## src/rtl/pwm_pkg.sv

```systemverilog
// Shared PWM definitions: fade FSM states, default duty width and the SPI
// register map used by both the SPI peripheral and the fade controller.
package pwm_pkg;

    typedef enum logic [1:0] {
        DISABLED = 2'd0,
        IDLE     = 2'd1,
        UP       = 2'd2,
        DOWN     = 2'd3
    } fade_state_t;

    localparam int DEFAULT_DUTY_W = 8;

    localparam logic [7:0] ADDR_CTRL           = 8'h00;
    localparam logic [7:0] ADDR_DUTY_CYCLE     = 8'h01;
    localparam logic [7:0] ADDR_STEP_PERIOD_LO = 8'h02;
    localparam logic [7:0] ADDR_STEP_PERIOD_HI = 8'h03;
    localparam logic [7:0] ADDR_STEP_SIZE      = 8'h04;

endpackage

```

## src/rtl/step_prescaler.sv

```systemverilog
// Step-rate prescaler: counts 0..max(period,1)-1 and emits a one-cycle tick
// on wrap; held at zero while clear is high.
module step_prescaler #(
    parameter int PRESC_W = 16
) (
    input  logic               clk,
    input  logic               rst_n,
    input  logic               clear,
    input  logic [PRESC_W-1:0] period,
    output logic               tick
);

    logic [PRESC_W-1:0] r_cnt;
    logic [PRESC_W-1:0] w_last;

    always_comb begin
        w_last = (period == '0) ? '0 : period - PRESC_W'(1);
    end

    // >= rather than == so a period shrunk mid-count still wraps promptly
    assign tick = !clear && (r_cnt >= w_last);

    always_ff @(posedge clk or negedge rst_n) begin
        if (!rst_n) begin
            r_cnt <= '0;
        end else if (clear || tick) begin
            r_cnt <= '0;
        end else begin
            r_cnt <= r_cnt + PRESC_W'(1);
        end
    end

endmodule

```

## src/rtl/pwm_fade_controller.sv

```systemverilog
// Fade engine driving the PWM generator duty input: approaches SPI-written
// targets in saturating steps of step_size every step_period clocks.
module pwm_fade_controller
    import pwm_pkg::*;
#(
    parameter int DUTY_W  = DEFAULT_DUTY_W,
    parameter int PRESC_W = 16
) (
    input  logic               clk,
    input  logic               rst_n,
    input  logic               enable,
    input  logic [DUTY_W-1:0]  target_duty,
    input  logic               target_valid,
    input  logic [PRESC_W-1:0] step_period,
    input  logic [3:0]         step_size,
    output logic [DUTY_W-1:0]  duty_out,
    output logic               busy,
    output logic               done
);

    fade_state_t       r_state;
    logic [DUTY_W-1:0] r_tgt;
    logic [DUTY_W-1:0] r_cur;
    logic              r_done;

    logic [DUTY_W-1:0] w_teff;
    logic [DUTY_W-1:0] w_next;
    logic [DUTY_W:0]   w_step;
    logic [DUTY_W:0]   w_sum;
    logic [DUTY_W:0]   w_diff;
    logic [DUTY_W:0]   w_teff_x;
    logic              w_busy;
    logic              w_tick;
    logic              w_up;

    assign w_busy   = (r_state == UP) || (r_state == DOWN);
    assign duty_out = r_cur;
    assign busy     = w_busy;
    assign done     = r_done;

    // Prescaler only runs while ramping, so every fresh ramp starts a full period
    step_prescaler #(
        .PRESC_W (PRESC_W)
    ) u_step_prescaler (
        .clk    (clk),
        .rst_n  (rst_n),
        .clear  (!w_busy),
        .period (step_period),
        .tick   (w_tick)
    );

    // Direction and saturated next value both follow the effective target,
    // so a same-cycle retarget steers the step immediately.
    always_comb begin
        w_teff   = target_valid ? target_duty : r_tgt;
        w_up     = w_teff > r_cur;
        w_step   = (step_size == 4'd0) ? (DUTY_W+1)'(1) : (DUTY_W+1)'(step_size);
        w_teff_x = {1'b0, w_teff};
        w_sum    = {1'b0, r_cur} + w_step;
        w_diff   = {1'b0, r_cur} - w_step;
        w_next   = r_cur;
        if (w_up) begin
            w_next = (w_sum >= w_teff_x) ? w_teff : w_sum[DUTY_W-1:0];
        end else if (w_teff < r_cur) begin
            w_next = (w_diff[DUTY_W] || (w_diff <= w_teff_x)) ? w_teff : w_diff[DUTY_W-1:0];
        end
    end

    always_ff @(posedge clk or negedge rst_n) begin
        if (!rst_n) begin
            r_state <= DISABLED;
            r_tgt   <= '0;
            r_cur   <= '0;
            r_done  <= 1'b0;
        end else begin
            r_done <= 1'b0;
            if (target_valid) begin
                r_tgt <= target_duty;
            end
            if (!enable) begin
                r_state <= DISABLED;
                r_cur   <= '0;
            end else begin
                case (r_state)
                    DISABLED: begin
                        r_cur   <= '0;
                        r_state <= (w_teff != '0) ? UP : IDLE;
                    end
                    IDLE: begin
                        if (w_up) begin
                            r_state <= UP;
                        end else if (w_teff < r_cur) begin
                            r_state <= DOWN;
                        end
                    end
                    UP, DOWN: begin
                        if (w_teff == r_cur) begin
                            r_state <= IDLE;
                            r_done  <= 1'b1;
                        end else if (w_tick && (w_next == w_teff)) begin
                            r_cur   <= w_next;
                            r_state <= IDLE;
                            r_done  <= 1'b1;
                        end else begin
                            if (w_tick) begin
                                r_cur <= w_next;
                            end
                            r_state <= w_up ? UP : DOWN;
                        end
                    end
                    default: begin
                        r_state <= DISABLED;
                        r_cur   <= '0;
                    end
                endcase
            end
        end
    end

endmodule

```

## config.mk

```make
export PLATFORM = sky130hd
export DESIGN_NAME = pwm_fade_controller
export DESIGN_NICKNAME = d
export VERILOG_FILES = /design/src/rtl/pwm_pkg.sv /design/src/rtl/step_prescaler.sv /design/src/rtl/pwm_fade_controller.sv
export SDC_FILE = /design/constraint.sdc
export NUM_CORES = 1
export LEC_CHECK = 0
export CELL_PAD_IN_SITES_DETAIL_PLACEMENT = 1
export CELL_PAD_IN_SITES_GLOBAL_PLACEMENT = 1
export CORE_UTILIZATION = 45
export DETAILED_ROUTE_END_ITERATION = 10
export GPL_TIMING_DRIVEN = 0
export PLACE_DENSITY = 0.92
export SETUP_SLACK_MARGIN = 0.1
export SLEW_MARGIN = 20
export SYNTH_ARGS = -nofsm -noshare
export SYNTH_HDL_FRONTEND = slang
export SYNTH_SLANG_ARGS = --single-unit
```

## constraint.sdc

```tcl
create_clock -name clk -period 9.1 [get_ports clk]
set_input_delay 1.365 -clock clk [delete_from_list [all_inputs] [get_ports clk]]
set_output_delay 1.365 -clock clk [all_outputs]
set_load 0.01 [all_outputs]
```

# Word level (Yosys, flattened, before mapping)
# Cells that the tools add are included.
[classes]
reduce_logical = 12
n_eq_ne = 9
order_cmp = 5
muxes = 25
add_sub_neg = 4
[ops]
columns = ["operator", "count"]
rows = [
  ["8-bit 2-to-1 mux", 9],
  ["16-bit 2-to-1 mux", 2],
  ["16-bit by 1-bit adder with 16-bit output, second input constant", 1],
  ["8-bit equality test", 2],
  ["16-bit >= comparator", 1],
  ["16-bit zero test", 1],
  ["8-bit case mux with 2 select lines", 1],
  ["16-bit by 1-bit subtractor with 16-bit output, second input constant", 1],
  ["2-bit 2-to-1 mux", 6],
  ["8-bit by 4-bit adder with 9-bit output", 1],
  ["9-bit by 8-bit >= comparator with 1-bit output", 1],
  ["9-bit by 8-bit <= comparator with 1-bit output", 1],
  ["8-bit by 4-bit subtractor with 9-bit output", 1],
  ["8-bit > comparator", 1],
  ["8-bit less-than comparator", 1],
  ["8-bit nonzero test", 1],
  ["2-bit case mux with 3 select lines", 1],
  ["1-bit 2-to-1 mux", 5],
  ["2-bit equality test, second input constant", 2],
  ["4-bit zero test", 1],
  ["4-bit 2-to-1 mux", 1],
  ["4-bit by 3-bit != test with 1-bit output, second input constant", 1],
  ["4-bit != test, second input constant", 1],
  ["1-bit logical OR", 3],
  ["8 further kinds", 9],
]
[totals]
ff_bits = 35
output_inout_bits = 10
in_bits = 32

# Depth between registers and ports, before layout
[logic_depth]
ltp_word = 14
mapped_depth = 20

# Hierarchy
# From an unflattened synthesis, not the netlist that was laid out.
[unflattened]
hier_cells = 496
hier_area_um2 = 4087.7
[modules_own_cells]
columns = ["module", "cells_per_inst", "seq_area_each_um2", "instances", "area_each_um2"]
rows = [
  ["pwm_fade_controller", 313, 475.5, 1, 2508.7],
  ["step_prescaler", 183, 400.4, 1, 1579.0],
]

# Worst setup path before layout
# Ideal clock, no wire load.
[synth_path]
kind = "input to register"
from = "input port step_period[5]"
to = "register r_state[1]"
slack_ps = 4154
path_stages = 15
n_path_buf = 0
arrival_time_ps = 4816
path_cell_list = "or4_1 > or3_1 > or3_1 > or3_1 > nor3b_1 > a21oi_1 > ha_1 > nand4_1 > nor3_1 > a31oi_1 > nor2b_1 > o221a_2 > nand4_1 > or3_1 > nor3b_2"
[synth_via]
elab_chain_len = 9
elab_cells_between_ends = 10
classes_between = "add/sub: 1; order compare: 1; mux: 5; reduce/logical: 3"
[synth_lines]
columns = ["element", "line_no", "rtl"]
rows = [
  ["start: declaration", "pwm_fade_controller.sv:14", "input logic [PRESC_W-1:0] step_period,"],
  ["16-bit by 1-bit subtractor with 16-bit output / 16-bit zero test (equally long branches)", "step_prescaler.sv:17", "w_last = (period == '0) ? '0 : period - PRESC_W'(1);"],
  ["16-bit 2-to-1 mux (*)", "step_prescaler.sv:17", ""],
  ["16-bit >= comparator (*)", "step_prescaler.sv:21", "assign tick = !clear && (r_cnt >= w_last);"],
  ["1-bit logical AND (*)", "step_prescaler.sv:21", ""],
  ["1-bit logical AND (*)", "pwm_fade_controller.sv:100", "end else if (w_tick && (w_next == w_teff)) begin"],
  ["2-bit 2-to-1 mux (*)", "pwm_fade_controller.sv:100", ""],
  ["2-bit 2-to-1 mux (*)", "pwm_fade_controller.sv:97", "if (w_teff == r_cur) begin"],
  ["2-bit case mux with 3 select lines (*)", "pwm_fade_controller.sv:84", "case (r_state)"],
  ["2-bit 2-to-1 mux (*)", "pwm_fade_controller.sv:80", "if (!enable) begin"],
  ["end signal: assignment", "pwm_fade_controller.sv:87", "r_state <= (w_teff != '0) ? UP : IDLE;"],
  ["end signal: assignment", "pwm_fade_controller.sv:108", "r_state <= w_up ? UP : DOWN;"],
  ["end: declaration", "pwm_fade_controller.sv:21", "fade_state_t r_state;"],
]
# Mark *: on every way between the ends. The rest lies on a longest branch, timed or not.
# A chain may end at the register's enable or synchronous reset.

# Final worst setup path
[layout_path]
from = "input port step_period[3]"
to = "register r_cur[4] (netlist: duty_out[4])"
[layout_via]
elab_chain_len = 9
elab_cells_between_ends = 12
classes_between = "add/sub: 1; order compare: 1; eq/ne: 1; mux: 5; reduce/logical: 4"
[layout_lines]
columns = ["element", "line_no", "rtl"]
rows = [
  ["16-bit by 1-bit subtractor with 16-bit output / 16-bit zero test (equally long branches)", "step_prescaler.sv:17", ""],
  ["16-bit 2-to-1 mux (*)", "step_prescaler.sv:17", ""],
  ["16-bit >= comparator (*)", "step_prescaler.sv:21", ""],
  ["1-bit logical AND (*)", "step_prescaler.sv:21", ""],
  ["1-bit logical AND", "pwm_fade_controller.sv:100", ""],
  ["8-bit 2-to-1 mux", "pwm_fade_controller.sv:100", ""],
  ["8-bit 2-to-1 mux", "pwm_fade_controller.sv:97", ""],
  ["8-bit case mux with 2 select lines", "pwm_fade_controller.sv:84", ""],
  ["8-bit 2-to-1 mux", "pwm_fade_controller.sv:80", ""],
  ["end signal: assignment", "pwm_fade_controller.sv:101", "r_cur <= w_next;"],
  ["end signal: assignment", "pwm_fade_controller.sv:106", "r_cur <= w_next;"],
  ["end: declaration", "pwm_fade_controller.sv:23", "logic [DUTY_W-1:0] r_cur;"],
]
# Mark *: on every way between the ends. The rest lies on a longest branch, timed or not. The select of a mux whose other input is x is not followed.

==> impl_results.md <==
- Outcome: complete, no violations
- Cell variety after synth: 57
- Commonest non-fill, non-tap cell in the layout: nor2_1
- Hold Path Depth: 1
- CTS buffer count: 5
- Largest net degree at the start of global routing: 33
- Worst r2r src: duty_out[1]
- Crit path DAT: 6.24 ns
- DR pass1 iterations: 5
- Yosys warning count: 0
- Final hold slack: ~0.54 ns
- Die Y: 95.2 µm
- Crit-path max cell delay: between 0.5 and 0.6 ns
- Adder-cell area share of the yosys netlist: 17.0%
- CP top delay family: simple AND/OR/NAND/NOR gates
- Num Clock Sinks: 35
- Slew at the pin closest to its max-slew limit: 1.06 ns
- Reg-to-reg endpoint: duty_out[7]
- FP Rows: 33
- Remaining Overflow, GRT: 0
- Post-Synth XOR/XNOR Area: 9.18%
- DP Wirelength: 10600 µm
- Vias per Instance: 6.30
- Post-CTS Hold Buffers: 0
- Crit start category: primary input
- Die X: 95.2 µm
- Vias in the first global route: 4149
- Initial antenna violation count: 0
- Critical Path RT: 9.30 ns
- Area growth syn-to-layout: 16.3%
- Crit path max fanout: 10
- Ant. Diodes: 0
- VDD IR max: 96.9 µV
- Port bufs: 40
- Final min period: 6.04 ns
- Max Root-Sink Buffers: 2
- Cell internal pwr: 403 µW
- Post-CTS Setup Inserts: 0
- Fin. Hold Viols: 0
- Routability congestion estimate from global placement: 0.971
- Routed WL: 13400 µm
- Register area share after synthesis: 22.4%
- DR iter-0 viols: 311
- Mapped Cells: just under 500
- Kind of critical path: primary input to flop
- Post-place setup slack: about 2.8 ns
- Largest family of logic cells by synthesized area: simple AND/OR/NAND/NOR gates
- Class of the most critical hold timing path: flop to flop
- Mapped cell area: 3910 µm²
- F_max: 166 MHz
- Final clock skew: 0.00445 ns
- DRC viols: 0
- Crit end category: flop
- Predominant post-synthesis flop cell: dfrtp_1
- Flop pwr share: 23.1%
- Setup tns final: 0 ns
- Slowest CP cell: or4_1
- Hold EP: u_step_prescaler.r_cnt[0]
- ANT nets after route: 0
- Most frequent cells in the layout: 51 x nor2_1, 50 x ha_1, 44 x nand2_1, 39 x clkdlybuf4s50_1, 35 x dfrtp_1
- Clock transition at path regs: around 0.070 ns
- Yosys reg bits: 35
- Latest clock arrival within the worst-skew pair: 0.29 ns
- Root Driver: clkbuf_8
- Fin crit share: 66.4%
- Total track usage: 30.6%
- Net Sw Power: between 300 and 400 µW
- Post-synthesis mux area share: 3.29%
- Comb pwr share: 61.7%
- Leak: 2.01 nW
- Syn Nets: 574
- I/O pins: 42
- Design Power: about 780 µW
- Switch share: 48.3%
- Number of synthesized flops with an enable pin: 0
- Synth Area in Simple Gates: 21.9%
- Post-CTS sizing: 0
- Clock power share: between 10% and 20%
- Fillers: 1038
- CP bufs+invs: 3
- RSZ-0062 raised after global routing: no
- CP cell instances: clkdlybuf4s50_1 > or4_1 > or3_1 > or3_1 > nand2b_1 > clkbuf_1 > nand2_1 > ha_1 > a21oi_1 > nor4b_1 > o21ai_0 > a31oi_1 > nor2b_1 > a21oi_1 > clkbuf_1 > nand2_1 > o21ai_0
- Reg2reg path depth: 16
- Final setup fails: 0
- Max_cap viols: 0
- Starting Density: a little under half
- Synth Area in Compound Gates: between 20% and 30%
- Syn Area/Cell: between 7 and 8 µm²
- H-tree levels: 2
- WL/cell: 20.9 µm
- Slew margin rel.: 27.5%
- Setup ws final: 3.06 ns
- TritonCTS clock tree: done
- CORE AREA: 8300 µm²
- R2R setup slack: 4.32 ns
- Async set-reset flop share out of synthesis: 100%
- Final #Nets: 622
- Max Slew Vio Count: 0
- Die area: ~9100 µm²
- Fin util: 54.8%
- Cell Pwr Density: 171 nW/µm²
- Routed via count: 4052
- Layout cells sized above 1: 5.39%
- First-pass GRT wire length: 21000 µm
- Hold path startpoint: u_step_prescaler.r_cnt[0]
-- how the worst max path moves through the flow --
stage	to	startpoint	cells after the start
6_report	duty_out[4]	step_period[3]	17
4_1_cts	duty_out[2]	step_period[3]	17
5_1_grt	duty_out[2]	step_period[3]	17
3_3_place_gp	duty_out[5]	step_period[5]	16
2_1_floorplan	r_state[1]	step_period[5]	15
3_5_place_dp	duty_out[4]	step_period[3]	17
-- registers in the layout, summed over array words and instances, names as in the netlist --
name	cells
r_tgt	8
u_step_prescaler.r_cnt	16
duty_out	8
done	1
r_state	2
-- metrics by stage --
| stage | std cells | instance area (µm²) |
|---|---|---|
| 2_1_floorplan | 490 | 3910 |
| 3_3_place_gp | 635 | 4440 |
| 3_5_place_dp | 636 | 4460 |
| 4_1_cts | 643 | 4550 |
| 5_1_grt | 643 | 4550 |
| 6_report | 643 | 4550 |
-- synth_stat cells (3+ instances only) --
master / instances / area share, %
xnor2_1: 23 / 5.1
xor2_1: 18 / 4.0
nor2b_1: 4 / 0.64
o31ai_1: 3 / 0.58
a221o_1: 3 / 0.77
nand4_1: 8 / 1.3
or3_1: 8 / 1.3
buf_2: 5 / 0.64
a22oi_1: 4 / 0.77
a21o_1: 6 / 1.2
dfrtp_1: 35 / 22
mux2i_1: 7 / 1.8
clkbuf_1: 13 / 1.2
o22ai_1: 3 / 0.48
nand2_1: 44 / 4.2
a211oi_1: 7 / 1.3
a21oi_1: 26 / 3.3
nor4_1: 5 / 0.80
nor2_1: 51 / 4.9
a221oi_1: 4 / 0.90
and3_1: 8 / 1.3
o211ai_1: 4 / 0.77
nand3_1: 15 / 1.9
inv_1: 30 / 2.9
nand2b_1: 7 / 1.1
a31oi_1: 8 / 1.3
ha_1: 50 / 16
nor3_1: 13 / 1.7
o21a_1: 4 / 0.77
o21ai_0: 34 / 4.3
a21oi_2: 3 / 0.67
-- routing by layer --
metal	vias up	part of all wire, %	wire, µm	track usage, %
li1	1862	-	-	-
met1	2013	46	6170	40.8
met2	143	46	6130	49.0
met3	34	6.1	820	5.82
met4	0	2.4	323	11.2
met5	-	0	0	0
-- cells by family after synthesis --
family | Yosys count
AND/OR/NAND/NOR | 176
AO/OA/AOI/OAI | 125
adder cells (fa/ha/maj) | 52
buffers and inverters | 51
XOR/XNOR | 41
flip-flops | 35
multiplexers | 10
-- cell type report --
cell class              instances  area [µm²]  share of cell area (%)
clock buffers                   6        82.6                    1.81
well taps                     105         131                    2.89
clock inverters                 1        5.00                   0.110
plain buffers                  20        96.3                    2.12
flip-flops and latches         35         876                    19.2
repair buffers                 41         415                    9.13
multi-input cells             404        2830                    62.1
inverters                      31         116                    2.56
-- power by group through the flow --
stage	sequential [mW]	clock, mW	combinational [mW]
after floorplan	0.180	0	0.312
after global placement	0.181	0	0.439
after detailed placement	0.183	0	0.462
after CTS	0.180	0.119	0.465
after global routing	0.181	0.123	0.521
final	0.180	0.118	0.481
No activity file was read; power rests on OpenSTA's default activity.
